**config.mk**
```make
export PLATFORM = sky130hd
export DESIGN_NAME = alu_sequencer
export DESIGN_NICKNAME = d
export VERILOG_FILES = /design/src/rtl/alu_sequencer.sv
export SDC_FILE = /design/constraint.sdc
export NUM_CORES = 1
export LEC_CHECK = 0
export CORE_ASPECT_RATIO = 0.7
export CORE_UTILIZATION = 45
export CTS_BUF_LIST = sky130_fd_sc_hd__clkbuf_4 sky130_fd_sc_hd__clkbuf_8 sky130_fd_sc_hd__clkbuf_16
export CTS_CLUSTER_DIAMETER = 30
export DETAILED_ROUTE_END_ITERATION = 16
export GPL_TIMING_DRIVEN = 1
export HOLD_SLACK_MARGIN = 0.1
export PLACE_DENSITY_LB_ADDON = 0.05
export REMOVE_ABC_BUFFERS = 1
export SYNTH_ARGS = -nofsm -noshare
export SYNTH_HDL_FRONTEND = slang
export SYNTH_SLANG_ARGS = --single-unit
```
**constraint.sdc**
```tcl
create_clock -name clock -period 4.7 [get_ports clock]
set_input_delay 0.47 -clock clock [delete_from_list [all_inputs] [get_ports clock]]
set_output_delay 0.47 -clock clock [all_outputs]
set_load 0.05 [all_outputs]
```
**src/rtl/alu_sequencer.sv**
```systemverilog
// rtl/alu_sequencer.sv - instruction sequencer feeding a registered ALU from a 4x8 register file

package alu_sequencer_pkg;
    typedef enum logic {
        LEFT  = 1'b0,
        RIGHT = 1'b1
    } op_dir_e;
endpackage

module alu_sequencer
    import alu_sequencer_pkg::*;
(
    input  logic        clock,
    input  logic        reset,
    input  logic        instr_valid,
    output logic        instr_ready,
    input  logic [10:0] instr,
    input  logic        reg_we,
    input  logic [1:0]  reg_waddr,
    input  logic [7:0]  reg_wdata,
    input  logic [1:0]  rd_addr,
    output logic [7:0]  rd_data,
    output logic        done,
    output logic        zero,
    output logic        err_div0,
    output logic        err_illegal,
    input  logic        err_clear,
    output logic [7:0]  register1,
    output logic [7:0]  register2,
    output logic        out,
    output logic        op_add,
    output logic        op_sub,
    output logic        op_mul,
    output logic        op_div,
    output logic        op_shift,
    output logic        op_rot,
    output logic        op_and,
    output logic        op_or,
    output logic        op_xor,
    output logic        op_not,
    output op_dir_e     op_dir,
    input  logic [7:0]  alu_result
);

    localparam logic [3:0] OPC_NOP   = 4'd0;
    localparam logic [3:0] OPC_ADD   = 4'd1;
    localparam logic [3:0] OPC_SUB   = 4'd2;
    localparam logic [3:0] OPC_MUL   = 4'd3;
    localparam logic [3:0] OPC_DIV   = 4'd4;
    localparam logic [3:0] OPC_SHIFT = 4'd5;
    localparam logic [3:0] OPC_ROT   = 4'd6;
    localparam logic [3:0] OPC_AND   = 4'd7;
    localparam logic [3:0] OPC_OR    = 4'd8;
    localparam logic [3:0] OPC_XOR   = 4'd9;
    localparam logic [3:0] OPC_NOT   = 4'd10;

    typedef enum logic [1:0] {
        S_IDLE,
        S_ISSUE,
        S_CAPTURE,
        S_DONE
    } state_e;

    state_e      state_q, state_d;
    logic [10:0] instr_q, instr_d;
    logic        exec_q, exec_d;
    logic [7:0]  regfile_q [4];
    logic [7:0]  regfile_d [4];
    logic        zero_q, zero_d;
    logic        err_div0_q, err_div0_d;
    logic        err_illegal_q, err_illegal_d;

    logic [3:0]  opc_in;
    logic [7:0]  src_b_val_in;
    logic        accept;
    logic        illegal_in;
    logic        div0_in;
    logic        skip_in;

    logic [3:0]  opc_q;
    logic [1:0]  dst_q;
    logic [1:0]  src_a_q;
    logic [1:0]  src_b_q;

    assign opc_q   = instr_q[10:7];
    assign dst_q   = instr_q[5:4];
    assign src_a_q = instr_q[3:2];
    assign src_b_q = instr_q[1:0];

    assign rd_data     = regfile_q[rd_addr];
    assign zero        = zero_q;
    assign err_div0    = err_div0_q;
    assign err_illegal = err_illegal_q;

    // The divide-by-zero check must see a load landing in the same cycle as the accept.
    assign opc_in       = instr[10:7];
    assign src_b_val_in = (reg_we && (reg_waddr == instr[1:0])) ? reg_wdata : regfile_q[instr[1:0]];
    assign illegal_in   = (opc_in > OPC_NOT);
    assign div0_in      = (opc_in == OPC_DIV) && (src_b_val_in == 8'h00);
    assign skip_in      = (opc_in == OPC_NOP) || illegal_in || div0_in;
    assign accept       = instr_valid && instr_ready;

    // Control path: state transitions and ALU-facing outputs.
    always_comb begin
        state_d     = state_q;
        instr_ready = 1'b0;
        done        = 1'b0;
        out         = 1'b0;
        op_add      = 1'b0;
        op_sub      = 1'b0;
        op_mul      = 1'b0;
        op_div      = 1'b0;
        op_shift    = 1'b0;
        op_rot      = 1'b0;
        op_and      = 1'b0;
        op_or       = 1'b0;
        op_xor      = 1'b0;
        op_not      = 1'b0;
        register1   = 8'h00;
        register2   = 8'h00;
        op_dir      = LEFT;
        case (state_q)
            S_IDLE: begin
                instr_ready = !reset;
                if (accept) begin
                    state_d = skip_in ? S_DONE : S_ISSUE;
                end
            end
            S_ISSUE: begin
                out       = 1'b1;
                op_dir    = op_dir_e'(instr_q[6]);
                register1 = regfile_q[src_a_q];
                register2 = regfile_q[src_b_q];
                case (opc_q)
                    OPC_ADD:   op_add   = 1'b1;
                    OPC_SUB:   op_sub   = 1'b1;
                    OPC_MUL:   op_mul   = 1'b1;
                    OPC_DIV:   op_div   = 1'b1;
                    OPC_SHIFT: op_shift = 1'b1;
                    OPC_ROT:   op_rot   = 1'b1;
                    OPC_AND:   op_and   = 1'b1;
                    OPC_OR:    op_or    = 1'b1;
                    OPC_XOR:   op_xor   = 1'b1;
                    OPC_NOT:   op_not   = 1'b1;
                    default:   out      = 1'b0;
                endcase
                // Unary operations present a clean zero on the second operand bus.
                if ((opc_q == OPC_SHIFT) || (opc_q == OPC_ROT) || (opc_q == OPC_NOT)) begin
                    register2 = 8'h00;
                end
                state_d = S_CAPTURE;
            end
            S_CAPTURE: begin
                state_d = S_DONE;
            end
            S_DONE: begin
                done    = 1'b1;
                state_d = S_IDLE;
            end
            default: begin
                state_d = S_IDLE;
            end
        endcase
    end

    // Data path: instruction latch, register file, status flags.
    always_comb begin
        instr_d       = instr_q;
        exec_d        = exec_q;
        zero_d        = zero_q;
        err_div0_d    = err_div0_q  && !err_clear;
        err_illegal_d = err_illegal_q && !err_clear;
        for (int i = 0; i < 4; i++) begin
            regfile_d[i] = regfile_q[i];
        end
        case (state_q)
            S_IDLE: begin
                if (reg_we) begin
                    regfile_d[reg_waddr] = reg_wdata;
                end
                if (accept) begin
                    instr_d = instr;
                    exec_d  = !skip_in;
                    if (illegal_in) begin
                        err_illegal_d = 1'b1;
                    end
                    if (div0_in) begin
                        err_div0_d = 1'b1;
                    end
                end
            end
            S_CAPTURE: begin
                regfile_d[dst_q] = alu_result;
            end
            S_DONE: begin
                if (exec_q) begin
                    zero_d = (regfile_q[dst_q] == 8'h00);
                end
            end
            default: begin
            end
        endcase
    end

    always_ff @(posedge clock or posedge reset) begin
        if (reset) begin
            state_q <= S_IDLE;
        end else begin
            state_q <= state_d;
        end
    end

    always_ff @(posedge clock or posedge reset) begin
        if (reset) begin
            instr_q       <= 11'd0;
            exec_q        <= 1'b0;
            zero_q        <= 1'b0;
            err_div0_q    <= 1'b0;
            err_illegal_q <= 1'b0;
            for (int i = 0; i < 4; i++) begin
                regfile_q[i] <= 8'h00;
            end
        end else begin
            instr_q       <= instr_d;
            exec_q        <= exec_d;
            zero_q        <= zero_d;
            err_div0_q    <= err_div0_d;
            err_illegal_q <= err_illegal_d;
            for (int i = 0; i < 4; i++) begin
                regfile_q[i] <= regfile_d[i];
            end
        end
    end

endmodule
```
==> impl_metrics.json <==
{
  "status": "finished clean",
  "synthTopCellsByArea": "dfrtp_1 (35%), mux4_2 (16%), a32oi_1 (8.3%)",
  "clkTransAtPathRegs_ns": 0.09,
  "post_cts_buffers": 0,
  "htreeDepth": 2,
  "yosysMostFrequentCell": "nand2_1",
  "clkPwrFrac_pct": 12.8,
  "synthAdderAreaFrac_pct": 1.442,
  "wl_per_cell_um": 20.60,
  "async_flop_share_pct": 100.0,
  "finalSetupViolations": 0,
  "hold_buffers": 0,
  "net-switching-power_uw": 1204,
  "finalCritPeriodShare_pct": 70.69,
  "power.density_mw_per_mm2": 570.3,
  "synth_simple_gate_area_share_pct": 22.79,
  "fmax_mhz": 301.0,
  "drtIter0Drc": 339,
  "gr-total-overflow": 0,
  "core_area_mm2": 0.007385,
  "finalNonFillerCells": 527,
  "required_ns": 4.23,
  "grt_max_degree": 50,
  "holdCritPathClass": "flip-flop to flip-flop",
  "detail-route-antenna-nets": 0,
  "post_cts_resized": 0,
  "reg2reg_depth": 8,
  "p_int_uw": 1296,
  "initial_core_util_pct": 46.98,
  "path_max_fanout": 13,
  "critPathCapture": "op_or",
  "synth_xor_area_share_pct": 0.5049,
  "wl_mm": 10.86,
  "cts-root-buf": "clkbuf_8",
  "p_sw_share_pct": 48.17,
  "avgSynthCellArea_um2": 9.454,
  "areaGrowthSynthToFinish_pct": 26.36,
  "ios": 77,
  "synth_edf_count": 0,
  "synth_top_cell_area_share_pct": 35.34,
  "dp_cells": 519,
  "gp_congestion": 0.9165,
  "die_y_um": 75.47,
  "die_w_um": 107.0,
  "final_layout_size_suffix_gt1_share_pct": 10.26,
  "cts_tree": "yes",
  "drc": 0,
  "reg2reg_to": "regfile_q[1]$_DFFE_PP0P_",
  "critPathCaptureType": "output port",
  "wl_met1_mm": 4.999,
  "rsz0062_at_grt": "false",
  "portBuffers": 76,
  "diodes": 0,
  "leakagePower_uw": 0.001685,
  "synth_ff_type": "dfrtp_1",
  "antenna_found_initial": 0,
  "ys_ff_latch": 49,
  "min_period_ns": 3.323,
  "clk-insertion-delay-late_ns": 0.31,
  "finalMaxSlewViolations": 0,
  "critPathKind": "flip-flop to output port",
  "irDropWorstVdd_mv": 0.2686,
  "synth_warnings": 0,
  "combPwrFrac_pct": 53.3,
  "viasPerCell": 6.241,
  "synth_mux_area_share_pct": 17.74,
  "synth_area_mm2": 0.003470,
  "final_nets": 468,
  "setup_tns_ns": 0,
  "hpwl_mm": 7.937,
  "die_area_mm2": 0.008071,
  "final_cell_area_mm2": 0.004384,
  "synth_top_area_cell": "dfrtp_1",
  "placed_area_mm2": 0.004264,
  "tightest_slew_ns": 1.057,
  "power_frac_seq_pct": 33.9,
  "syn_inst": 367,
  "synth-compound-area-share_pct": 17.56,
  "grt_pass1_wl_mm": 16.43,
  "wl_met2_mm": 4.666,
  "maxCapViolCount": 0,
  "grt_pass1_vias": 2948,
  "grt_usage_pct": 27.98,
  "ys_top_cells_by_count": "nand2_1 (74), dfrtp_1 (49), a32oi_1 (33), o21ai_0 (32), mux4_2 (25)",
  "cts_buffers": 5,
  "synth_top_family_by_area": "simple AND/OR/NAND/NOR gates",
  "holdWs_ns": 0.4875,
  "clock_skew_ns": 0.008843,
  "cp-start-kind": "flip-flop",
  "synth_cell_type_count": 42,
  "drtPass1Iterations": 5,
  "rows": 26,
  "met3_length_mm": 1.075,
  "cts.path.max_buffers": 2,
  "hold_violations": 0,
  "slew_headroom_pct": 29.42,
  "r2r-start": "state_q[0]$_DFFE_PP0P_",
  "r2r_setup_slack_ns": 2.37,
  "worstHoldPathCells": 2,
  "seq_area_frac_synth_pct": 35.34,
  "clock-sinks": 49,
  "critPathLaunch": "state_q[1]$_DFFE_PP0P_",
  "highest_layer": "met4",
  "cp.arrival_ns": 2.85,
  "vias": 3289
}
-- routing by layer --
layer  vias up  track usage (%)
met5         -                0
met3        17            4.192
met2       194            42.94
met4         0            5.632
li1       1503                -
met1      1575            42.45
-- state kept, by name, indices dropped and copies added, names as in the netlist --
name         flops
err_div0         1
err_illegal      1
exec_q           1
instr_q         11
regfile_q       32
state_q          2
zero             1
-- worst max-delay path, cell delays in order (launching register included) --
cell and delay (ns):
dfrtp_1 0.42, inv_1 0.09, ha_1 0.54, nand2b_1 0.20, or2_2 0.34, nor3_1 0.13, clkdlybuf4s50_1 0.82
-- worst min path at each step --
| stage | end | slack, ns | start |
|---|---|---|---|
| detailed placement | instr_q[6]$_DFFE_PP0P_ | 0.47 | instr_q[6]$_DFFE_PP0P_ |
| floorplan | instr_q[6]$_DFFE_PP0P_ | 0.44 | instr_q[6]$_DFFE_PP0P_ |
| CTS | instr_q[6]$_DFFE_PP0P_ | 0.49 | instr_q[6]$_DFFE_PP0P_ |
| global placement | instr_q[6]$_DFFE_PP0P_ | 0.45 | instr_q[6]$_DFFE_PP0P_ |
| global route | instr_q[6]$_DFFE_PP0P_ | 0.52 | instr_q[6]$_DFFE_PP0P_ |
| finish | instr_q[6]$_DFFE_PP0P_ | 0.49 | instr_q[6]$_DFFE_PP0P_ |
-- placed cells by master (no fill, tap or decap), types with 4 or more instances in the layout --
cell	count
ha_1	4
nand2b_1	5
a32oi_1	33
inv_1	6
nor4_1	4
dfrtp_1	49
o21ai_0	32
nor2b_1	23
and2_1	10
nor2_1	20
mux4_2	25
nor3_1	11
buf_4	6
nand2_1	74
clkdlybuf4s50_1	76
clkbuf_8	6
-- metrics by stage --
stage | power, uW | util [%] | setup WS [ns]
CTS | 2487 | 59.37 | 1.362
global route | 2648 | 59.37 | 1.177
detailed placement | 2163 | 57.74 | 1.549
global placement | 2140 | 57.74 | 1.541
finish | 2500 | 59.37 | 1.377
floorplan | 1675 | - | 2.010
-- power groups by stage --
stage | clock network, uW | logic, uW | registers, uW
after detailed placement | 0 | 1320 | 843
after floorplan | 0 | 922 | 753
after CTS | 328 | 1320 | 835
after global placement | 0 | 1300 | 836
after global routing | 344 | 1430 | 873
final | 321 | 1330 | 848
-- cells by family (layout without fill, tap and decap cells) --
| group | Yosys count | count (layout) |
|---|---|---|
| buffers and inverters | 35 | 97 |
| AOI/OAI and AO/OA | 87 | 87 |
| muxes | 27 | 27 |
| adders and majority gates | 4 | 4 |
| xor gates and xnor gates | 2 | 2 |
| DFF | 49 | 49 |
| and+or+nand+nor | 163 | 163 |
-- area by class of cell --
cell class	count	area (um2)
tap	98	122.6
timing repair buffer	82	805.8
fill	693	3000
sequential	49	1226
clock buffer	7	90.09
inverter	7	26.28
clock inverter	1	30.03
multi-input combinational	283	2083
Note: power is estimated with default switching activity, not from simulation.
==> RTL edit 1 (config.mk and constraints unchanged) <==
`instr_q` no longer has a reset.
--- a/src/rtl/alu_sequencer.sv
+++ b/src/rtl/alu_sequencer.sv
@@ -212,7 +212,6 @@
 
     always_ff @(posedge clock or posedge reset) begin
         if (reset) begin
-            instr_q       <= 11'd0;
             exec_q        <= 1'b0;
             zero_q        <= 1'b0;
             err_div0_q    <= 1'b0;
@@ -221,7 +220,6 @@
                 regfile_q[i] <= 8'h00;
             end
         end else begin
-            instr_q       <= instr_d;
             exec_q        <= exec_d;
             zero_q        <= zero_d;
             err_div0_q    <= err_div0_d;
@@ -232,4 +230,8 @@
         end
     end
 
+    always_ff @(posedge clock) begin
+        instr_q <= instr_d;
+    end
+
 endmodule
Behaviour: no difference found for any inputs over 4 cycles, from zero or initial values and one cycle with reset high; that may be too few to reach the edited logic, so the function may still have changed.
==> RTL edit 1 against the unedited design <==
  * Total power fell by 4.5%
  * Setup slack better by 200 ps
  * Critical path type unchanged
  * Sequential cell count unchanged
  * Critical path depth is 1 lower
  * Routed wire length decreased by 16%
  * Sequential share of layout area increased by 2.4 points
  * Synthesized cell count down 10%
  * Design area fell by 3.7%
  * Core utilization grew 1.4 points
  * Synthesized area is 4.0% lower
  * Count of clock-buffer cells in the layout down 2
  * Sequential power increased by 0.5%
==> RTL edit 1: results (changes against the unedited design) <==
crit path capture op_xor (was op_or); fmax 320 MHz (was 301 MHz); Tot GR Track Use 24.8% (was 28.0%); number of antenna diodes 0 (unchanged); hold-critical path depth 1 (was 2); largest net degree at the start of global routing 42 (was 50); critical path arrival 2660 ps (was 2850 ps); dpl ws 1640 ps (was 1550 ps); Clock Skew 11.2 ps (was 8.84 ps); Worst Hold Path EP zero (was instr_q[6]); first-pass GRT wire length 14,600 um (was 16,400 um); vias in the first global route 2,635 (was 2,948); routability cong. 0.820 (was 0.917); Max IR drop VDD 317 uV (was 269 uV); DR iter-0 viols 221 (was 339); FF-to-FF End regfile_q[25] (was regfile_q[1]); post-synth cell types 37 (was 42); fillers 632 (was 693); Worst Hold Launch zero (was instr_q[6]); Synth Area in Compound Gates 17.3% (was 17.6%); register area share after synthesis 38.5% (was 35.3%); Post-synth ARST share 77.6% (was 100%); dpl hpwl 7120 um (was 7940 um); WL final 9110 um (was 10,900 um); Net Sw Power 1.14 mW (was 1.20 mW); Layout Nets 429 (was 468); Post-Synth XOR/XNOR Area 0.789% (was 0.505%); multiplexer share of the synthesized area 17.9% (was 17.7%); Max-slew headroom 25.3% (was 29.4%); leakage power 1.54 nW (was 1.69 nW); EDFF count, synth 11 (was 0); synth cell count leaders 42 x nand2_1, 38 x dfrtp_1, 36 x o21ai_0 (was 74 x nand2_1, 49 x dfrtp_1, 33 x a32oi_1); outcome complete, no violations (unchanged)
RTL edit 1: cell types whose count changed after synthesis, moves of 3 or more:
| cell | change |
|---|---|
| buf_2 | -11 |
| clkbuf_1 | +13 |
| dfrtp_1 | -11 |
| edfxtp_1 | +11 |
| nand2_1 | -32 |
| nor2_1 | -4 |
| o21ai_0 | +4 |
| o21ai_1 | -3 |
| or4_1 | +4 |
RTL edit 1: worst max-delay path, stage by stage (launching register included):
cell	delay [ps]
dfrtp_1	430
inv_1	90
ha_1	440
nand2_1	230
nor4b_1	290
clkdlybuf4s50_1	860
RTL edit 1: layout make-up:
class | instances | area [um2] | area share, %
Clock inverter | 3 | 23.8 | 0.563
Multi-Input combinational cell | 246 | 1920 | 45.5
Clock buffer | 5 | 68.8 | 1.63
Sequential cell | 49 | 1280 | 30.4
Inverter | 9 | 33.8 | 0.800
Tap cell | 94 | 118 | 2.79
Timing Repair Buffer | 78 | 776 | 18.4
RTL edit 1: routing by layer:
metal,global-route usage (%),wire length [um],up-vias
met3,5.43,971,5
met4,5.32,57,0
met2,35.7,3660,167
met5,0,0,-
li1,-,-,1392
met1,38.5,4430,1393
RTL edit 1: metrics by stage:
step,area [um2],std cells,hold WS [ps]
5_1_grt,4220,484,556
6_report,4220,484,514
3_5_place_dp,4130,476,498
2_1_floorplan,3230,304,490
4_1_cts,4220,484,520
3_3_place_gp,4130,476,502
RTL edit 1: power by group through the flow:
stage	Clock, mW	Sequential, mW	Combinational [mW]
2_1_floorplan	0	0.755	0.912
6_report	0.268	0.852	1.27
4_1_cts	0.274	0.839	1.27
3_3_place_gp	0	0.840	1.24
5_1_grt	0.290	0.877	1.37
3_5_place_dp	0	0.850	1.27
==> RTL edit 2 (config.mk and constraints unchanged) <==
Made on the original files. Make the reset (`reset`) synchronous in 2 clocked blocks.
--- a/src/rtl/alu_sequencer.sv
+++ b/src/rtl/alu_sequencer.sv
@@ -202,7 +202,7 @@
         endcase
     end
 
-    always_ff @(posedge clock or posedge reset) begin
+    always_ff @(posedge clock) begin
         if (reset) begin
             state_q <= S_IDLE;
         end else begin
@@ -210,7 +210,7 @@
         end
     end
 
-    always_ff @(posedge clock or posedge reset) begin
+    always_ff @(posedge clock) begin
         if (reset) begin
             instr_q       <= 11'd0;
             exec_q        <= 1'b0;
Function: differs if reset is asserted again (counterexample within 4 cycles, from zero or initial values and one cycle with reset high); with reset held inactive, the same outputs for 4 cycles.
==> RTL edit 2 against the unedited design <==
  * Core utilization fell by 0.96 points
  * Sequential cell count grew 6
  * Routed wire length is 12% lower
  * Setup slack better by 120 ps
  * Design area decreased by 2.5%
  * Synthesized area decreased by 1.5%
  * Critical endpoint is now register2[0]
Power is not compared: it rests on default switching activity, and its combinational part moved more than twofold at a synthesized area within 25%.
==> RTL edit 2: results (changes against the unedited design) <==
met1 Resource Use GR 40.1% (was 42.4%); register area share after synthesis 32.2% (was 35.3%); crit path launch state_q[1] (unchanged); Post-synth ARST share 0% (was 100%); dpl hpwl 7380 um (was 7940 um); Post-CTS Setup Inserts 0 (unchanged); Worst Hold Launch instr_q[6] (unchanged); routability cong. 0.922 (was 0.917); r2r startpoint state_q[0] (unchanged); vias per inst 6.05 (was 6.24); DR iter-0 viols 238 (was 339); H-Tree Depth 2 (unchanged); outcome complete, no violations (unchanged); I/O Buffers 76 (unchanged); number of antenna diodes 0 (unchanged); post-synth cell types 43 (was 42); Tot GR Track Use 24.0% (was 28.0%); CP Max Fanout 15 (was 13); Clock Skew 13.1 ps (was 8.84 ps); GR Util met2 31.8% (was 42.9%); Wirelength per Cell 18.3 um (was 20.6 um); share of cells above drive strength 1 9.86% (was 10.3%); Layout Nets 465 (was 468); actual slew at the worst max-slew pin 1160 ps (was 1060 ps); fillers 670 (was 693); critical path arrival 2740 ps (was 2850 ps); first-pass GRT wire length 14,600 um (was 16,400 um); largest net degree at the start of global routing 52 (was 50); M3 GR Usage 3.72% (was 4.19%); vias in the first global route 2,641 (was 2,948); synth cell count leaders 55 x dfxtp_1, 47 x nor2_1, 32 x a211oi_1 (was 74 x nand2_1, 49 x dfrtp_1, 33 x a32oi_1)
-- RTL edit 2: cell count changes in the layout (fill, tap and decap cells not counted), sizes merged, moves of 20 or more --
cell,before,now
o21ai,35,15
nand2,74,22
dfrtp,49,0
a211oi,0,32
nor2,20,48
dfxtp,0,55
-- RTL edit 2: power groups by stage --
stage                     registers, mW  clock network [mW]  logic (mW)
after floorplan                   0.584                   0       0.362
after global placement            0.610                   0       0.509
after detailed placement          0.613                   0       0.514
after CTS                         0.602               0.277       0.517
after global routing              0.614               0.296       0.559
final                             0.604               0.278       0.520
-- RTL edit 2: cells by family after synthesis --
| group | count (synthesis) | share of synthesized area (%) |
|---|---|---|
| muxes | 26 | 17.1 |
| buffers and inverters | 39 | 4.69 |
| AOI/OAI and AO/OA | 99 | 22.3 |
| and+or+nand+nor | 145 | 21.4 |
| adders and majority gates | 4 | 1.46 |
| xor gates and xnor gates | 3 | 0.769 |
| DFF | 55 | 32.2 |
-- RTL edit 2: cell type report --
class / count / area [um2] / share of cell area, %
Clock buffer: 6 / 76.3 / 1.79
Timing Repair Buffer: 77 / 768 / 18.0
Multi-Input combinational cell: 277 / 2160 / 50.4
Clock inverter: 2 / 17.5 / 0.410
Sequential cell: 55 / 1100 / 25.8
Tap cell: 98 / 123 / 2.87
Inverter: 9 / 33.8 / 0.790
-- RTL edit 2: worst paths after layout --
path | end | depth (start not counted) | slack [ps]
worst max-delay path | register2[0] | 5 | 1490
worst min-delay path | instr_q[6] | 2 | 480
worst max register to register | regfile_q[2][6] | 6 | 1790
worst min register to register | instr_q[6] | 2 | 480
-- RTL edit 2: layer usage --
layer  part of all wire, %  up-vias
li1                      -     1518
met1                    51     1487
met2                    40      164
met3                   9.0        2
met4                  0.32        0
met5                     0        -
-- RTL edit 2: through the flow --
step                instances  hold slack, ps  instance area [um2]  worst slack, ps  power [mW]
floorplan                 341             444                 3290             2330       0.946
global placement          516             459                 4180             1700        1.12
detailed placement        516             466                 4180             1650        1.13
CTS                       524             482                 4280             1490        1.39
global route              524             492                 4280             1310        1.47
finish                    524             483                 4280             1490        1.40
-- RTL edit 2: critical path: stages, from the launching register on --
cell	delay [ps]
dfxtp_1	360
inv_1	90
ha_1	510
o221ai_1	450
nor2b_1	200
clkdlybuf4s50_1	810
